File: config.mk
export PLATFORM = sky130hd
export DESIGN_NAME = id_ex_pipe_reg
export DESIGN_NICKNAME = d
export VERILOG_FILES = /design/src/rtl/pipe_pkg.sv /design/src/rtl/load_use_detect.sv /design/src/rtl/id_ex_pipe_reg.sv
export SDC_FILE = /design/constraint.sdc
export NUM_CORES = 1
export LEC_CHECK = 0
export CELL_PAD_IN_SITES_DETAIL_PLACEMENT = 0
export CELL_PAD_IN_SITES_GLOBAL_PLACEMENT = 2
export CORE_UTILIZATION = 38
export DETAILED_ROUTE_END_ITERATION = 7
export DONT_BUFFER_PORTS = 1
export GPL_ROUTABILITY_DRIVEN = 0
export GPL_TIMING_DRIVEN = 0
export PLACE_DENSITY_LB_ADDON = 0.1
export SLEW_MARGIN = 5
export SYNTH_ARGS = -nofsm -noshare
export SYNTH_HDL_FRONTEND = slang
export SYNTH_SLANG_ARGS = --single-unit
File: constraint.sdc
create_clock -name Clk -period 8.6 [get_ports Clk]
set_input_delay 0.86 -clock Clk [delete_from_list [all_inputs] [get_ports Clk]]
set_output_delay 0.86 -clock Clk [all_outputs]
set_load 0.005 [all_outputs]
File: src/rtl/pipe_pkg.sv
// Shared types and control-word layout for the MIPS ID/EX pipeline register.
package pipe_pkg;

  localparam int CTRL_W = 10;

  // Bit positions inside the decoded control word.
  localparam int REG_WRITE  = 0;
  localparam int MEM_READ   = 1;
  localparam int MEM_WRITE  = 2;
  localparam int MEM_TO_REG = 3;
  localparam int ALU_SRC    = 4;
  localparam int REG_DST    = 5;
  localparam int ALU_OP     = 6;
  localparam int ALU_OP_W   = 3;
  localparam int ZERO_EXT   = 9;

  localparam logic [CTRL_W-1:0] CTRL_NOP = '0;

  // What the EX register does on the coming edge, in priority order.
  typedef enum logic [2:0] {
    UPD_RESET,
    UPD_FLUSH,
    UPD_HOLD,
    UPD_BUBBLE,
    UPD_LOAD
  } upd_e;

  typedef struct packed {
    logic              valid;
    logic [31:0]       pc4;
    logic [31:0]       rs_data;
    logic [31:0]       rt_data;
    logic [31:0]       imm;
    logic [4:0]        rs;
    logic [4:0]        rt;
    logic [4:0]        rd;
    logic [CTRL_W-1:0] ctrl;
  } idex_t;

  localparam idex_t IDEX_BUBBLE = '0;

endpackage

File: src/rtl/load_use_detect.sv
// Combinational load-use detector: a load in EX whose destination is read by ID.
module load_use_detect (
  input  logic       ex_valid,
  input  logic       ex_mem_read,
  input  logic [4:0] ex_rt,
  input  logic       id_valid,
  input  logic [4:0] id_rs,
  input  logic [4:0] id_rt,
  output logic       hazard
);

  // $zero never carries a dependency, even when a load names it.
  assign hazard = id_valid & ex_valid & ex_mem_read & (ex_rt != 5'd0) &
                  ((ex_rt == id_rs) | (ex_rt == id_rt));

endmodule

File: src/rtl/id_ex_pipe_reg.sv
// ID/EX pipeline register with flush, hold, bubble insertion and a saturating bubble counter.
// Define HAZARD_DETECT_EN to build in load-use detection; otherwise hazard_stall is tied low.
module id_ex_pipe_reg
  import pipe_pkg::*;
#(
  parameter int CNT_W = 16
) (
  input  logic              Clk,
  input  logic              Rst_n,
  input  logic              Stall,
  input  logic              Flush,
  input  logic              id_valid,
  input  logic [31:0]       id_pc4,
  input  logic [31:0]       id_rs_data,
  input  logic [31:0]       id_rt_data,
  input  logic [31:0]       id_imm,
  input  logic [4:0]        id_rs,
  input  logic [4:0]        id_rt,
  input  logic [4:0]        id_rd,
  input  logic [CTRL_W-1:0] id_ctrl,
  output logic              ex_valid,
  output logic [31:0]       ex_pc4,
  output logic [31:0]       ex_rs_data,
  output logic [31:0]       ex_rt_data,
  output logic [31:0]       ex_imm,
  output logic [4:0]        ex_rs,
  output logic [4:0]        ex_rt,
  output logic [4:0]        ex_rd,
  output logic [CTRL_W-1:0] ex_ctrl,
  output logic              hazard_stall,
  output logic [CNT_W-1:0]  bubble_cnt
);

  idex_t ex_q;
  idex_t ex_d;
  idex_t id_in;
  upd_e  upd;
  logic  bump;

`ifdef HAZARD_DETECT_EN
  logic hazard_raw;

  load_use_detect u_load_use_detect (
    .ex_valid    (ex_q.valid),
    .ex_mem_read (ex_q.ctrl[MEM_READ]),
    .ex_rt       (ex_q.rt),
    .id_valid    (id_valid),
    .id_rs       (id_rs),
    .id_rt       (id_rt),
    .hazard      (hazard_raw)
  );

  // A redirect discards the ID instruction, so there is nothing to hold upstream.
  assign hazard_stall = hazard_raw & ~Flush;
`else
  assign hazard_stall = 1'b0;
`endif

  // An invalid ID slot still passes its data through but never its control.
  assign id_in = '{
    valid:   id_valid,
    pc4:     id_pc4,
    rs_data: id_rs_data,
    rt_data: id_rt_data,
    imm:     id_imm,
    rs:      id_rs,
    rt:      id_rt,
    rd:      id_rd,
    ctrl:    id_valid ? id_ctrl : CTRL_NOP
  };

  always_comb begin
    // NOTE: default assigned first so every path drives upd and no latch is inferred.
    upd = UPD_LOAD;
    if (!Rst_n)            upd = UPD_RESET;
    else if (Flush)        upd = UPD_FLUSH;
    else if (Stall)        upd = UPD_HOLD;
    else if (hazard_stall) upd = UPD_BUBBLE;
  end

  always_comb begin
    ex_d = id_in;
    unique case (upd)
      UPD_RESET, UPD_FLUSH, UPD_BUBBLE: ex_d = IDEX_BUBBLE;
      UPD_HOLD:                         ex_d = ex_q;
      default:                          ex_d = id_in;
    endcase
  end

  assign bump = (upd == UPD_FLUSH) || (upd == UPD_BUBBLE);

  always_ff @(posedge Clk) begin
    // NOTE: non-blocking so every field and the counter update from pre-edge values.
    ex_q <= ex_d;
    if (!Rst_n)
      bubble_cnt <= '0;
    else if (bump && (bubble_cnt != '1))
      bubble_cnt <= bubble_cnt + CNT_W'(1);
  end

  assign ex_valid   = ex_q.valid;
  assign ex_pc4     = ex_q.pc4;
  assign ex_rs_data = ex_q.rs_data;
  assign ex_rt_data = ex_q.rt_data;
  assign ex_imm     = ex_q.imm;
  assign ex_rs      = ex_q.rs;
  assign ex_rt      = ex_q.rt;
  assign ex_rd      = ex_q.rd;
  assign ex_ctrl    = ex_q.ctrl;

endmodule

---- Word-level counts from Yosys, hierarchy flattened ----
Index checks and enable logic that the tools add are counted.
W data, S select, Z words.
storage, ports and cells
  register bits ........................... 170
  output and inout port bits .............. 171
  logic and storage cells ................. 24
  bits of input ports ..................... 158
operators by class
  add/sub/neg operators ................... 1
  equality and inequality tests ........... 4
  reductions and logical operators ........ 4
  muxes and demuxes ....................... 5
operators by type and width
  kind                     number
  $pmux W154 S2            1
  $add A16 B1 Y16 const B  1
  $ne A16 B16 Y1 const B   1
  $mux W10                 1
  $mux W3                  3
  $eq A3 B2 Y1 const B     2
  $eq A3 B1 Y1 const B     1
  $logic_not A3 Y1         1
  $reduce_or A3 Y1         1
  $logic_and A1 B1 Y1      1
  $logic_or A1 B1 Y1       1

---- Longest topological paths before layout ----
Gate-level depths: netlist (run 1).
  depth in word-level cells ............... 6
  depth in mapped cells ................... 6
  gate-level depth less buffers ........... 5

---- Worst setup path after synthesis (run 1) ----
No wires, ideal clock.
  kind .................................... in2reg
  start ................................... input Rst_n
  end ..................................... register ex_q (netlist bit ex_ctrl[0]) (enable)
  buffers on the path ..................... 2
  setup slack ............................. 3230 ps
  library setup time ...................... 1290 ps
  cell stages on the path ................. 5
  data required time ...................... 7310 ps
  arrival ................................. 4079 ps
  cell sequence ........................... clkbuf_1 > inv_1 > nor2_1 > clkbuf_1 > nand2_1
on the way
  word-level cells in the longest chain between the ends .. 2
RTL lines
  element                 RTL line              RTL
  start: declaration      id_ex_pipe_reg.sv:9   input logic Rst_n,
  $mux W3                 id_ex_pipe_reg.sv:75  if (!Rst_n) upd = UPD_RESET;
  $eq A3 B2 Y1            id_ex_pipe_reg.sv:83  unique case (upd)
  end signal: assignment  id_ex_pipe_reg.sv:94  ex_q <= ex_d;
  end: declaration        id_ex_pipe_reg.sv:34  idex_t ex_q;
Every way passes these cells.
A chain may end at the register's enable or synchronous reset.

---- Worst setup path after layout (run 1) ----
  start ................................... input Rst_n
  end ..................................... register ex_q (netlist bit ex_pc4[0]) (enable)
Same word-level chain as after synthesis.

==> metrics.txt, run 1 <==
# TYPE chip_impl_metric gauge
chip_impl_metric{name="dpl.hpwl",unit="um"} 12700
chip_impl_metric{name="cts.sinks",unit=""} 170
chip_impl_metric{name="rows",unit=""} 47
chip_impl_info{name="hold_path.class",value="reg2reg"} 1
chip_impl_metric{name="worstMarginPinSlew",unit="ns"} 0.680
chip_impl_metric{name="post-route-period-util",unit="%"} 29.2
chip_impl_metric{name="tritoncts.num_buffers",unit=""} 17
chip_impl_info{name="tritoncts_clock_tree",value="done"} 1
chip_impl_metric{name="vias_in_the_first_global_route",unit=""} 3797
chip_impl_metric{name="initial_utilization",unit="%"} 39.4
chip_impl_metric{name="switching_share",unit="%"} 22.9
chip_impl_metric{name="syn_avg_cell_area",unit="sq um"} 14.8
chip_impl_info{name="end_kind",value="register"} 1
chip_impl_info{name="critPathLaunchType",value="primary input"} 1
chip_impl_metric{name="die_area",unit="sq um"} 17900
chip_impl_metric{name="cap_violations",unit=""} 0
chip_impl_metric{name="syn-num-nets",unit=""} 606
chip_impl_metric{name="ctsResizeCount",unit=""} 0
chip_impl_metric{name="placement.io_buffers",unit=""} 0
chip_impl_metric{name="drt.antenna.violating_nets",unit=""} 0
chip_impl_metric{name="internal_power",unit="W"} 0.00136
chip_impl_metric{name="worst_clock_skew",unit="ns"} 0.00920
chip_impl_info{name="synth_top_cells_by_area",value="sky130_fd_sc_hd__edfxtp_1, sky130_fd_sc_hd__and3_1, sky130_fd_sc_hd__dfxtp_1, sky130_fd_sc_hd__clkbuf_1, sky130_fd_sc_hd__a21oi_1"} 1
chip_impl_info{name="grt_setup_unrepaired",value="false"} 1
chip_impl_info{name="critical_setup_path_class",value="in2reg"} 1
chip_impl_metric{name="post-cts-setup-buffer-count",unit=""} 0
chip_impl_metric{name="synth_cells",unit=""} 447
chip_impl_metric{name="syn_to_final_growth",unit="%"} 13.5
chip_impl_info{name="ctsRootBufferMaster",value="sky130_fd_sc_hd__clkbuf_16"} 1
chip_impl_metric{name="fraction_of_layout_cells_with_a_size_suffix_above_1",unit="%"} 9.36
chip_impl_metric{name="cts_hold_buffers",unit=""} 0
chip_impl_info{name="post_synth_most_frequent_cells",value="sky130_fd_sc_hd__and3_1, sky130_fd_sc_hd__edfxtp_1, sky130_fd_sc_hd__clkbuf_1, sky130_fd_sc_hd__dfxtp_1"} 1
chip_impl_metric{name="total_congestion_overflow",unit=""} 0
chip_impl_metric{name="insertion_delay",unit="ns"} 0.41
chip_impl_metric{name="dr.first_iter.drc_count",unit=""} 258
chip_impl_metric{name="yosysWarnings",unit=""} 0
chip_impl_metric{name="final_net_count",unit=""} 627
chip_impl_metric{name="max_slew_vio_count",unit=""} 0
chip_impl_metric{name="route.detailed.vias_per_inst",unit=""} 5.37
chip_impl_metric{name="synth_enable_flop_cells",unit=""} 154
chip_impl_metric{name="setup_viol",unit=""} 0
chip_impl_metric{name="detail_route.drc_violations",unit=""} 0
chip_impl_metric{name="power_switching",unit="W"} 0.000402
chip_impl_metric{name="maxClockFrequency",unit="GHz"} 0.398
chip_impl_metric{name="finalPower",unit="W"} 0.00176
chip_impl_metric{name="boundaryPins",unit=""} 329
chip_impl_metric{name="worst_slack",unit="ns"} 6.08
chip_impl_metric{name="fin_hold_ws",unit="ns"} 0.527
chip_impl_metric{name="worstPathArrival",unit="ns"} 2.64
chip_impl_metric{name="setup-tns-final",unit="ns"} 0
chip_impl_metric{name="synth_area",unit="sq um"} 6600
chip_impl_info{name="run_status",value="finished, final reports clean"} 1
chip_impl_metric{name="seq_pwr_share",unit="%"} 56.6
chip_impl_metric{name="power_per_cell_area",unit="nW/um^2"} 235
chip_impl_metric{name="num_vias",unit=""} 3794
chip_impl_info{name="yosys.area.top_type",value="sky130_fd_sc_hd__edfxtp_1"} 1
chip_impl_metric{name="grt_start_max_net_pins",unit=""} 70
chip_impl_metric{name="cts_buffer_depth",unit=""} 2
chip_impl_metric{name="grt_antenna_before_repair",unit=""} 7
chip_impl_metric{name="clock_power_share",unit="%"} 40.0
chip_impl_metric{name="yosys_register_bits",unit=""} 170
chip_impl_metric{name="wl",unit="um"} 17100
chip_impl_metric{name="synth_seq_area_share",unit="%"} 74.9
chip_impl_metric{name="die_wd",unit="um"} 134
chip_impl_info{name="post-synth-top-count-cell",value="sky130_fd_sc_hd__and3_1"} 1
chip_impl_metric{name="routed_wire_length_per_instance",unit="um"} 24.2
chip_impl_metric{name="vdd_drop_max",unit="V"} 0.000126
chip_impl_metric{name="async_flop_share",unit="%"} 0
chip_impl_metric{name="ys_types",unit=""} 40
chip_impl_metric{name="grt_use_total",unit="%"} 18.9
chip_impl_metric{name="dr.pass1.iters",unit=""} 4
chip_impl_metric{name="combPwrFrac",unit="%"} 3.4
chip_impl_metric{name="pre_cts_slack",unit="ns"} 5.65
chip_impl_metric{name="synth_top_area_share",unit="%"} 70.1
chip_impl_metric{name="crit_required",unit="ns"} 8.72
chip_impl_metric{name="worst-path-max-fanout",unit=""} 68
chip_impl_metric{name="cts_max_level",unit=""} 4
chip_impl_info{name="synth_flop_cell",value="sky130_fd_sc_hd__edfxtp_1"} 1
chip_impl_metric{name="time_the_worst_path_needs_with_i_o_delays_and_setup",unit="ns"} 2.52
chip_impl_metric{name="placeable_core_region",unit="sq um"} 16800
chip_impl_metric{name="clk_pin_slew",unit="ns"} 0.07
chip_impl_metric{name="power.static_leakage",unit="nW"} 3.25
chip_impl_metric{name="global_route_wire_length_before_repair",unit="um"} 24500
chip_impl_metric{name="die_height",unit="um"} 134
chip_impl_metric{name="slew-limit-headroom",unit="%"} 54.7
chip_impl_metric{name="timing_hold_violations_final",unit=""} 0
==> cells in the final DEF, fill, tap and decap left out, types with 3 or more instances in the layout <==
cell type and count:
sky130_fd_sc_hd__and3_1 157, sky130_fd_sc_hd__edfxtp_1 154, sky130_fd_sc_hd__clkbuf_1 36, sky130_fd_sc_hd__clkbuf_16 17, sky130_fd_sc_hd__dfxtp_1 16, sky130_fd_sc_hd__a21oi_1 8, sky130_fd_sc_hd__nand2_1 7, sky130_fd_sc_hd__inv_1 6
sky130_fd_sc_hd__nand3_1 6, sky130_fd_sc_hd__o21ai_0 6, sky130_fd_sc_hd__diode_2 5, sky130_fd_sc_hd__or3_1 4, sky130_fd_sc_hd__inv_6 4, sky130_fd_sc_hd__nand4_1 3, sky130_fd_sc_hd__nor3_1 3, sky130_fd_sc_hd__o31ai_1 3
sky130_fd_sc_hd__or4_1 3, sky130_fd_sc_hd__clkinvlp_4 3, sky130_fd_sc_hd__clkinv_2 3
==> worst paths after layout <==
check / slack (ns) / to / depth (start not counted) / startpoint
min: 0.53 / bubble_cnt[11] / 2 / bubble_cnt[11]
min reg2reg: 0.53 / bubble_cnt[11] / 2 / bubble_cnt[11]
max reg2reg: 6.83 / bubble_cnt[6] / 6 / bubble_cnt[0]
max: 6.08 / ex_pc4[0] / 6 / Rst_n
==> stage by stage <==
stage | instance area, sq um | instances | util, %
after floorplan | 6600 | 447 | -
after global placement | 6880 | 667 | 41.0
after detailed placement | 6940 | 669 | 41.4
after CTS | 7480 | 701 | 44.6
after global routing | 7490 | 704 | 44.7
final | 7490 | 706 | 44.7
==> critical path, cell delays in order <==
cell and delay, ns:
sky130_fd_sc_hd__clkbuf_1 0.43, sky130_fd_sc_hd__inv_1 0.17, sky130_fd_sc_hd__nor2_1 0.17, sky130_fd_sc_hd__clkbuf_1 0.37
sky130_fd_sc_hd__nand2_4 0.28, sky130_fd_sc_hd__buf_16 0.30
==> final cells by class <==
class                           count  area, sq um
Antenna cell                        5         12.5
Tap cell                          220          275
Clock buffer                       18          429
Sequential cell                   170         4940
Fill cell                        1546         9270
Buffer                             40          166
Inverter                            6         22.5
Multi-Input combinational cell    231         1480
Timing Repair Buffer                2         55.1
Clock inverter                     14          113
==> metal layers <==
metal | share of wire [%] | vias to the layer above | global-route usage [%]
met5 | 0.16 | - | 0
met4 | 0.66 | 4 | 5.18
met3 | 8.2 | 10 | 8.35
met2 | 54 | 177 | 33.7
met1 | 37 | 1845 | 20.3
li1 | - | 1758 | -
==> kinds of logic (layout without fill, tap and decap cells) <==
kind of cell / Yosys count / count (layout) / synth area share [%]
AND/OR/NAND/NOR: 200 / 200 / 19.0
flip-flops: 170 / 170 / 74.9
buffers and inverters: 46 / 80 / 2.86
AO/OA/AOI/OAI: 26 / 26 / 2.56
multiplexers: 2 / 2 / 0.303
adder cells (fa/ha/maj): 1 / 1 / 0.190
other: 1 / 6 / 0.0568
XOR/XNOR: 1 / 1 / 0.133
==> power by group through the flow <==
stage	Clock (W)	Sequential, W	Combinational (W)
after global placement	0	0.00102	0.0000565
final	0.000703	0.000996	0.0000600
after CTS	0.000717	0.000998	0.0000613
after global routing	0.000755	0.00100	0.0000682
after detailed placement	0	0.00102	0.0000613
after floorplan	0	0.00100	0.0000422
==> state kept, by name (all words and copies together), names as in the netlist, 10 cells and up <==
name,flops
ex_rs_data,32
ex_imm,32
ex_pc4,32
bubble_cnt,16
ex_rt_data,32
ex_ctrl,10
Power figures use the tool's default switching activity.
==> run 2: changes to the inputs <==
Settings changed: CORE_UTILIZATION 38 to 35.
Clock period 8.6 ns to 2.1 ns, I/O delays scaled along.
==> metrics.txt, run 2 (synthesis results as in run 1) <==
# TYPE chip_impl_metric gauge
chip_impl_info{name="run_status",value="finished, final reports clean"} 1
chip_impl_metric{name="max_slew_vio_count",unit=""} 0
chip_impl_info{name="tritoncts_clock_tree",value="done"} 1
chip_impl_info{name="grt_setup_unrepaired",value="false"} 1
chip_impl_info{name="critical_setup_path_class",value="in2reg"} 1
chip_impl_metric{name="detail_route.drc_violations",unit=""} 0
chip_impl_metric{name="dr.first_iter.drc_count",unit=""} 168
chip_impl_metric{name="routed_wire_length_per_instance",unit="um"} 23.8
chip_impl_info{name="final_common_cell",value="sky130_fd_sc_hd__and3_1"} 1
chip_impl_metric{name="r2r_setup_slack",unit="ns"} 0.34
chip_impl_metric{name="route.detailed.vias_per_inst",unit=""} 5.38
chip_impl_metric{name="wl",unit="um"} 17500
chip_impl_metric{name="tritoncts.num_buffers",unit=""} 17
chip_impl_info{name="most-common-layout-cells",value="sky130_fd_sc_hd__and3_1, sky130_fd_sc_hd__edfxtp_1, sky130_fd_sc_hd__clkbuf_1"} 1
chip_impl_info{name="min_from",value="id_ctrl[6]"} 1
chip_impl_metric{name="worstMarginPinSlew",unit="ns"} 0.739
chip_impl_metric{name="maxClockFrequency",unit="GHz"} 0.534
chip_impl_metric{name="cts.sinks",unit=""} 170
chip_impl_metric{name="reg2regPathDepth",unit=""} 5
chip_impl_metric{name="vdd_drop_max",unit="V"} 0.000532
chip_impl_metric{name="fin_hold_ws",unit="ns"} 0.0197
chip_impl_info{name="startpoint_of_the_worst_register_to_register_path",value="bubble_cnt[13]"} 1
chip_impl_metric{name="total_congestion_overflow",unit=""} 0
chip_impl_metric{name="time_the_worst_path_needs_with_i_o_delays_and_setup",unit="ns"} 1.87
chip_impl_metric{name="grt_use_total",unit="%"} 17.8
chip_impl_metric{name="boundaryPins",unit=""} 329
chip_impl_metric{name="placement.io_buffers",unit=""} 0
chip_impl_metric{name="dr.pass1.iters",unit=""} 5
chip_impl_metric{name="placeable_core_region",unit="sq um"} 18200
chip_impl_metric{name="crit_required",unit="ns"} 2.11
chip_impl_metric{name="worst_clock_skew",unit="ns"} 0.0111
chip_impl_metric{name="grt_start_max_net_pins",unit=""} 78
chip_impl_metric{name="vias_in_the_first_global_route",unit=""} 3849
chip_impl_metric{name="die_wd",unit="um"} 139
chip_impl_metric{name="timing_hold_violations_final",unit=""} 0
chip_impl_metric{name="post-route-period-util",unit="%"} 89.3
chip_impl_metric{name="cts_buffer_depth",unit=""} 2
chip_impl_info{name="critPathLaunchType",value="primary input"} 1
chip_impl_metric{name="final_net_count",unit=""} 649
chip_impl_info{name="ctsRootBufferMaster",value="sky130_fd_sc_hd__clkbuf_16"} 1
chip_impl_metric{name="die_area",unit="sq um"} 19400
chip_impl_info{name="end_kind",value="register"} 1
chip_impl_metric{name="rows",unit=""} 49
chip_impl_info{name="hold_path_end",value="ex_ctrl[6]"} 1
chip_impl_metric{name="postLayoutCoreUtil",unit="%"} 42.7
chip_impl_metric{name="initial_utilization",unit="%"} 36.3
chip_impl_metric{name="worstPathArrival",unit="ns"} 1.89
chip_impl_info{name="hold_path.class",value="in2reg"} 1
chip_impl_metric{name="drt.antenna.violating_nets",unit=""} 0
chip_impl_metric{name="hold_depth",unit=""} 1
chip_impl_metric{name="global_route_wire_length_before_repair",unit="um"} 24900
chip_impl_metric{name="grt_antenna_before_repair",unit=""} 2
chip_impl_metric{name="slew-limit-headroom",unit="%"} 50.8
chip_impl_metric{name="power_per_cell_area",unit="nW/um^2"} 980
chip_impl_metric{name="insertion_delay",unit="ns"} 0.42
chip_impl_metric{name="die_height",unit="um"} 139
chip_impl_metric{name="finalPower",unit="W"} 0.00762
chip_impl_metric{name="clk_pin_slew",unit="ns"} 0.07
chip_impl_metric{name="power.static_leakage",unit="nW"} 3.36
chip_impl_metric{name="num_vias",unit=""} 3952
chip_impl_metric{name="dpl.hpwl",unit="um"} 12400
chip_impl_metric{name="setup_viol",unit=""} 0
chip_impl_metric{name="cap_violations",unit=""} 0
chip_impl_metric{name="syn_to_final_growth",unit="%"} 17.8
chip_impl_metric{name="worst-path-max-fanout",unit=""} 77
chip_impl_metric{name="cts_max_level",unit=""} 4
chip_impl_info{name="reg2reg_end",value="bubble_cnt[15]"} 1
chip_impl_metric{name="fraction_of_layout_cells_with_a_size_suffix_above_1",unit="%"} 8.75
chip_impl_metric{name="layout.filler_cells",unit=""} 1641
-- run 2: cell types whose count changed in the layout (fill, tap and decap cells not counted), moves of 2 or more --
cell	change
sky130_fd_sc_hd__clkinv_2	-3
sky130_fd_sc_hd__clkinv_4	+2
sky130_fd_sc_hd__nand2_8	+2
sky130_fd_sc_hd__bufinv_16	+3
sky130_fd_sc_hd__clkinvlp_4	-2
sky130_fd_sc_hd__dlygate4sd3_1	+23
sky130_fd_sc_hd__diode_2	-3
sky130_fd_sc_hd__buf_16	-2
-- run 2: critical path: stages --
cell                       delay, ns
sky130_fd_sc_hd__clkbuf_1       0.47
sky130_fd_sc_hd__inv_1          0.18
sky130_fd_sc_hd__nor2_1         0.16
sky130_fd_sc_hd__clkbuf_2       0.37
sky130_fd_sc_hd__nand2_8        0.40
-- run 2: routing by layer --
metal,routed length [um],GRT usage [%],share of wire [%]
met5,10,0,0.057
met4,201,5.91,1.1
met3,1480,7.02,8.4
met2,9290,31.9,53
met1,6500,19.1,37
-- run 2: cell type report --
class                   instances  area, sq um  share of cell area (%)
diodes                          2         5.00                  0.0644
plain buffers                  40          168                    2.16
clock buffers                  19          433                    5.57
clock inverters                13          181                    2.33
inverters                       6         22.5                   0.290
multi-input cells             232         1500                    19.3
flip-flops and latches        170         4940                    63.6
well taps                     229          287                    3.69
repair buffers                 23          230                    2.96
-- run 2: worst max path at each step --
stage           from              to  slack (ns)  cells after the start
3_5_place_dp   Rst_n      ex_imm[25]       -0.74                      5
3_3_place_gp   Rst_n      ex_imm[11]       -0.65                      5
6_report       Rst_n  ex_rt_data[29]        0.23                      5
4_1_cts        Rst_n  ex_rs_data[22]        0.18                      5
5_1_grt        Rst_n   ex_rt_data[2]        0.04                      5
2_1_floorplan  Rst_n      ex_ctrl[0]        0.10                      5
-- run 2: power by group --
| group | switching (W) | leakage, nW | internal (W) |
|---|---|---|---|
| Combinational | 0.000170 | 1.18 | 0.000107 |
| Clock | 0.00136 | 0.297 | 0.00191 |
| Sequential | 0.000149 | 1.88 | 0.00393 |
| Total | 0.00167 | 3.36 | 0.00595 |
-- run 2: what timing repair did --
item                                    4_1_cts  5_1_grt
hold buffers                                 15        8
endpoints found under the hold margin        16        8
endpoints found under the setup margin      154        0
resized for setup                             2        0
buffers inserted                              0        0
-- run 2: per-stage QoR --
stage	instance area (sq um)	std cells	TNS, ns	setup slack, ns
floorplan	6620	447	0	0.104
global route	7770	732	0	0.0369
detailed placement	6900	676	-111.80	-0.742
global placement	6900	676	-99.07	-0.650
CTS	7690	724	0	0.181
finish	7770	734	0	0.226
==> run 3: changes to the inputs <==
Settings changed: CAP_MARGIN set to 20.
==> results of run 3 <==
Same layout as run 2: the final DEF is identical, and so are final timing and power.
